File: src/rtl/decimal_number_entry_pkg.sv
// Shared constants and state encoding for the decimal keypad entry front end.
// The downstream classifier bench reuses the default hold/gap timing from here.
package decimal_number_entry_pkg;

    typedef enum logic [1:0] {
        ST_IDLE  = 2'd0,
        ST_ACCUM = 2'd1,
        ST_HOLD  = 2'd2,
        ST_GAP   = 2'd3
    } state_t;

    localparam int DIGIT_MAX = 9;
    localparam int NUM_MAX   = 255;

    // Hold must outlast the classifier's slowest case (255 down the mod-3 path, ~90 cycles).
    localparam int HOLD_CYCLES_DEF = 96;
    localparam int GAP_CYCLES_DEF  = 4;
    localparam int MAX_DIGITS_DEF  = 3;

endpackage

File: src/rtl/decimal_number_entry_digit_mac.sv
// Combinational acc*10+digit using shifts and adds, with a flag when the result exceeds 8 bits.
// 10-bit datapath: the top only consults it while acc <= 99, so the sum never wraps.
module digit_mac
    import decimal_number_entry_pkg::*;
(
    input  logic [7:0] i_acc,
    input  logic [3:0] i_digit,
    output logic [7:0] o_sum,
    output logic       o_ovf
);

    logic [9:0] w_acc_wide;
    logic [9:0] w_prod;

    assign w_acc_wide = {2'b00, i_acc};
    assign w_prod     = (w_acc_wide << 3) + (w_acc_wide << 1) + {6'd0, i_digit};
    assign o_sum      = w_prod[7:0];
    assign o_ovf      = (w_prod > 10'(NUM_MAX));

endmodule

File: src/rtl/decimal_number_entry.sv
// Keypad digit accumulator: builds an 8-bit value from up to three BCD digits, then
// presents it to the classifier for a fixed hold window followed by a zero gap.
module decimal_number_entry
    import decimal_number_entry_pkg::*;
#(
    parameter int HOLD_CYCLES = HOLD_CYCLES_DEF,
    parameter int GAP_CYCLES  = GAP_CYCLES_DEF,
    parameter int MAX_DIGITS  = MAX_DIGITS_DEF
)
(
    input  logic       i_clk,
    input  logic       i_rst,
    input  logic       i_digit_valid,
    input  logic [3:0] i_digit,
    input  logic       i_enter,
    input  logic       i_clear,
    output logic [7:0] o_number,
    output logic       o_number_valid,
    output logic       o_busy,
    output logic       o_overflow,
    output logic [1:0] o_digit_count
);

    if (HOLD_CYCLES < 1 || HOLD_CYCLES > 256) begin : g_bad_hold
        $error("HOLD_CYCLES must be in 1..256");
    end
    if (GAP_CYCLES < 1 || GAP_CYCLES > 256) begin : g_bad_gap
        $error("GAP_CYCLES must be in 1..256");
    end
    if (MAX_DIGITS < 1 || MAX_DIGITS > 3) begin : g_bad_digits
        $error("MAX_DIGITS must be in 1..3");
    end

    localparam logic [7:0] HOLD_LOAD = 8'(HOLD_CYCLES - 1);
    localparam logic [7:0] GAP_LOAD  = 8'(GAP_CYCLES - 1);
    localparam logic [1:0] CNT_LIMIT = 2'(MAX_DIGITS);

    state_t     r_state;
    logic [7:0] r_acc;
    logic [1:0] r_cnt;
    logic       r_ovf;
    logic [7:0] r_number;
    logic       r_number_valid;
    logic       r_busy;
    logic [7:0] r_timer;

    logic [7:0] w_sum;
    logic       w_mac_ovf;
    logic       w_digit_ok;

    digit_mac u_digit_mac (
        .i_acc   (r_acc),
        .i_digit (i_digit),
        .o_sum   (w_sum),
        .o_ovf   (w_mac_ovf)
    );

    // Out-of-range digits and digits past the limit are dropped without touching overflow.
    assign w_digit_ok = (i_digit <= 4'(DIGIT_MAX)) && (r_cnt < CNT_LIMIT);

    always_ff @(posedge i_clk) begin
        if (i_rst) begin
            r_state        <= ST_IDLE;
            r_acc          <= 8'd0;
            r_cnt          <= 2'd0;
            r_ovf          <= 1'b0;
            r_number       <= 8'd0;
            r_number_valid <= 1'b0;
            r_busy         <= 1'b0;
            r_timer        <= 8'd0;
        end else begin
            case (r_state)
                ST_IDLE, ST_ACCUM: begin
                    if (i_clear) begin
                        r_acc   <= 8'd0;
                        r_cnt   <= 2'd0;
                        r_ovf   <= 1'b0;
                        r_state <= ST_IDLE;
                    end else if (i_enter) begin
                        if (r_state == ST_ACCUM) begin
                            if (r_acc != 8'd0) begin
                                r_number       <= r_acc;
                                r_number_valid <= 1'b1;
                                r_busy         <= 1'b1;
                                r_timer        <= HOLD_LOAD;
                                r_state        <= ST_HOLD;
                            end else begin
                                // A zero entry is never shown: the classifier ignores 0 anyway.
                                r_acc   <= 8'd0;
                                r_cnt   <= 2'd0;
                                r_state <= ST_IDLE;
                            end
                        end
                    end else if (i_digit_valid && w_digit_ok) begin
                        if (w_mac_ovf) begin
                            r_ovf <= 1'b1;
                        end else begin
                            r_acc   <= w_sum;
                            r_cnt   <= r_cnt + 2'd1;
                            r_state <= ST_ACCUM;
                        end
                    end
                end

                ST_HOLD: begin
                    if (i_clear) begin
                        r_number       <= 8'd0;
                        r_number_valid <= 1'b0;
                        r_busy         <= 1'b0;
                        r_acc          <= 8'd0;
                        r_cnt          <= 2'd0;
                        r_ovf          <= 1'b0;
                        r_state        <= ST_IDLE;
                    end else if (r_timer == 8'd0) begin
                        r_number       <= 8'd0;
                        r_number_valid <= 1'b0;
                        r_timer        <= GAP_LOAD;
                        r_state        <= ST_GAP;
                    end else begin
                        r_timer <= r_timer - 8'd1;
                    end
                end

                ST_GAP: begin
                    if (i_clear) begin
                        r_number       <= 8'd0;
                        r_number_valid <= 1'b0;
                        r_busy         <= 1'b0;
                        r_acc          <= 8'd0;
                        r_cnt          <= 2'd0;
                        r_ovf          <= 1'b0;
                        r_state        <= ST_IDLE;
                    end else if (r_timer == 8'd0) begin
                        r_busy  <= 1'b0;
                        r_acc   <= 8'd0;
                        r_cnt   <= 2'd0;
                        r_state <= ST_IDLE;
                    end else begin
                        r_timer <= r_timer - 8'd1;
                    end
                end

                default: r_state <= ST_IDLE;
            endcase
        end
    end

    assign o_number       = r_number;
    assign o_number_valid = r_number_valid;
    assign o_busy         = r_busy;
    assign o_overflow     = r_ovf;
    assign o_digit_count  = r_cnt;

endmodule
File: config.mk
export PLATFORM = sky130hd
export DESIGN_NAME = decimal_number_entry
export DESIGN_NICKNAME = d
export VERILOG_FILES = /design/src/rtl/decimal_number_entry_pkg.sv /design/src/rtl/decimal_number_entry_digit_mac.sv /design/src/rtl/decimal_number_entry.sv
export SDC_FILE = /design/constraint.sdc
export NUM_CORES = 1
export LEC_CHECK = 0
export CAP_MARGIN = 20
export CORE_ASPECT_RATIO = 1.75
export CORE_UTILIZATION = 40
export CTS_CLUSTER_DIAMETER = 50
export DETAILED_ROUTE_END_ITERATION = 8
export PLACE_DENSITY = 0.67
export SETUP_SLACK_MARGIN = 0.02
export SLEW_MARGIN = 20
export SYNTH_ARGS = -nofsm -noshare
export SYNTH_HDL_FRONTEND = slang
export SYNTH_SLANG_ARGS = --single-unit
File: constraint.sdc
create_clock -name i_clk -period 3.5 [get_ports i_clk]
set_clock_uncertainty 0.15 [all_clocks]
set_input_delay 0.525 -clock i_clk [delete_from_list [all_inputs] [get_ports i_clk]]
set_output_delay 0.525 -clock i_clk [all_outputs]
set_load 0.01 [all_outputs]
==> flow_summary_export.csv <==
group,metric,value,unit
run_status,status,"finished clean",
hold_path,hold_class,"flop to flop",
detailed_routing,drc,0,
detailed_routing,drtIter0Drc,23,
timing,drv_slew,0,
flow_run,maxCapViolCount,0,
clocking,clockBufferDepth,2,
logic_synthesis,yosysWarnings,0,
timing,max_freq,316,MHz
die,start_util,0.423,
detailed_routing,antenna_left,0,
power,p_per_area,391,nW/µm²
die,die-area,4990,µm²
detailed_routing,viasPerCell,5.49,
detailed_routing,firstDrtPassIters,4,
grt,grt_remaining_overflow,0,
power,p_total,0.000924,W
detailed_routing,routedWlPerCell,14.5,µm
clocking,cts_tree,"built",
layout,nNetsFinal,278,
layout,final_cell_mix,"dfxtp_1, nor2_1, clkdlybuf4s50_1",
logic_synthesis,ys_seq_area_frac,0.330,
timing,hold_viol,0,
setup_path,cp-start-kind,"input port",
power,p_leak,0.980,nW
timing,finalCritPeriodShare,0.905,
layout,antenna_cells,0,
setup_path,regToRegSetupSlack,0.42,ns
detailed_routing,vias,1659,
grt,grt_pass1_vias,1536,
timing,max-slew-margin-rel,0.559,
logic_synthesis,synthesis.nets,243,
setup_path,worstPathArrival,3.19,ns
power,ir_drop,0.257,mV
placed_design,finalWeightedCongestion,0.848,
layout,fillCellCount,431,
die,core,4440,µm²
grt,grt_pass1_wl,7070,µm
placed_design,hpwlAfterDp,3310,µm
die,io_pins,22,
clocking,cts_root_buf,"clkbuf_8",
clocking,cts_buffers,5,
timing,rsz0062_at_grt,"no",
placed_design,place_inst,293,
timing,finalSetupViolations,0,
layout,final_layout_size_suffix_gt1_frac,0.159,
clocking,path_clk_slew,0.06,ns
grt,grt_usage,0.198,
detailed_routing,routed_wl,4360,µm
die,row_count,32,
layout,fin_cells,302,
die,die_y,92.7,µm
logic_synthesis,synth-async-reset-ratio,0,
layout,layout_commonest_cell,"dfxtp_1",
setup_path,end_kind,"flop",
setup_path,cp.required,3.52,ns
logic_synthesis,ys.flop_type,"dfxtp_1",
timing,period_needed,3.17,ns
layout,area.growth.synth_to_final,25.8,%
setup_path,critPathMaxFanout,5,
clocking,clk_latency,0.28,ns
clocking,ctsHtreeMaxLevel,2,
logic_synthesis,synth_seq_cells,31,
grt,grt_max_degree,22,
placed_design,portBuffers,21,
logic_synthesis,synth.cell_area,1880,µm²
logic_synthesis,synth-edff-count,0,
logic_synthesis,syn_inst,215,
grt,antenna_found_initial,0,
setup_path,criticalPathCategory,"input port to flop",
clocking,clock-sinks,31,
die,die-width,53.8,µm
clocking,post_cts_buffers,0,
logic_synthesis,synth.distinct_cells,41,
timing,worst_pin_slew,0.661,ns
logic_synthesis,avgSynthCellArea,8.75,µm²
-- critical path, cell delays in order --
cell and delay (ns):
clkdlybuf4s50_1 0.43, ha_1 0.30, ha_1 0.23, fa_2 0.35, a211oi_2 0.20, o21bai_1 0.11
a21oi_2 0.21, mux2i_2 0.27, a31oi_2 0.13, buf_4 0.17, mux2_2 0.25
-- stage by stage --
step	worst slack [ns]	setup TNS, ns	cell area, µm²	hold slack, ns	util
after floorplan	0.244	0	1880	0.321	-
after global placement	-0.287	-2.83	2210	0.289	0.498
after detailed placement	-0.324	-3.33	2210	0.296	0.498
after CTS	0.0203	0	2320	0.305	0.523
after global routing	0.233	0	2370	0.332	0.532
final	0.334	0	2370	0.301	0.532
-- path summary, 6_finish.rpt --
| path | start | endpoint | depth (start not counted) |
|---|---|---|---|
| min reg2reg | o_number[0] | o_number[0] | 2 |
| min | o_number[0] | o_number[0] | 2 |
| max reg2reg | r_acc[0] | o_digit_count[0] | 12 |
| max | i_digit[2] | o_digit_count[0] | 11 |
-- per-layer routing --
| layer | wire length (µm) | track usage |
|---|---|---|
| met1 | 1760 | 0.209 |
| met2 | 2380 | 0.334 |
| met3 | 83 | 0.0427 |
| met4 | 140 | 0.123 |
| met5 | 0 | 0 |
-- area by class of cell --
cell class,instances,area (µm²),area share
multi-input combinational,168,1240,0.522
sequential,31,621,0.262
timing repair buffer,34,308,0.130
clock buffer,8,100,0.0423
tap,51,63.8,0.0270
inverter,10,37.5,0.0159
-- report_power, final --
part	leakage, nW	internal [W]	total [W]	switching, W
registers	0.251	0.000369	0.000395	0.0000258
clock network	0.0515	0.000179	0.000309	0.000129
logic	0.678	0.000102	0.000220	0.000119
total	0.980	0.000650	0.000924	0.000274
-- synthesized netlist by cell type, types with 2 or more instances --
library cell | number | area share
nand3_1 | 3 | 0.0080
nand2b_1 | 3 | 0.010
nor2_1 | 22 | 0.044
ha_1 | 17 | 0.11
or3_1 | 4 | 0.013
inv_1 | 10 | 0.020
and2_1 | 2 | 0.0067
a21oi_2 | 2 | 0.0093
xnor2_1 | 6 | 0.028
nor3_1 | 7 | 0.019
and3_1 | 3 | 0.010
nand2_1 | 15 | 0.030
nor4_1 | 2 | 0.0067
nand3b_1 | 6 | 0.024
o21bai_1 | 2 | 0.0080
a22o_1 | 7 | 0.033
a211oi_1 | 8 | 0.032
fa_1 | 2 | 0.021
or4_1 | 3 | 0.012
o21ai_0 | 9 | 0.024
mux2i_1 | 4 | 0.021
a21oi_1 | 16 | 0.043
o21a_1 | 3 | 0.012
clkbuf_1 | 4 | 0.0080
xor2_1 | 4 | 0.019
nor2b_1 | 2 | 0.0067
dfxtp_1 | 31 | 0.33
a21o_1 | 4 | 0.016
or4_4 | 2 | 0.012
-- sequential cells by signal, indices dropped and copies added, names as in the netlist --
| name | flops |
|---|---|
| o_busy | 1 |
| o_digit_count | 2 |
| o_number | 8 |
| o_number_valid | 1 |
| o_overflow | 1 |
| r_acc | 8 |
| r_state | 2 |
| r_timer | 8 |
-- cell families after synthesis --
kind of cell             after synthesis  synth area share
multiplexers                           5            0.0273
buffers and inverters                 16            0.0366
AO/OA/AOI/OAI                         56             0.200
XOR/XNOR                              10            0.0466
adder cells (fa/ha/maj)               19             0.134
AND/OR/NAND/NOR                       78             0.225
flip-flops                            31             0.330
-- timing repair --
item	4_1_cts	5_1_grt
pin swaps	0	7
hold buffers	0	0
gates resized for setup	2	10
cloned	0	1
setup endpoints to repair	10	12
No activity file was read; power rests on OpenSTA's default activity.
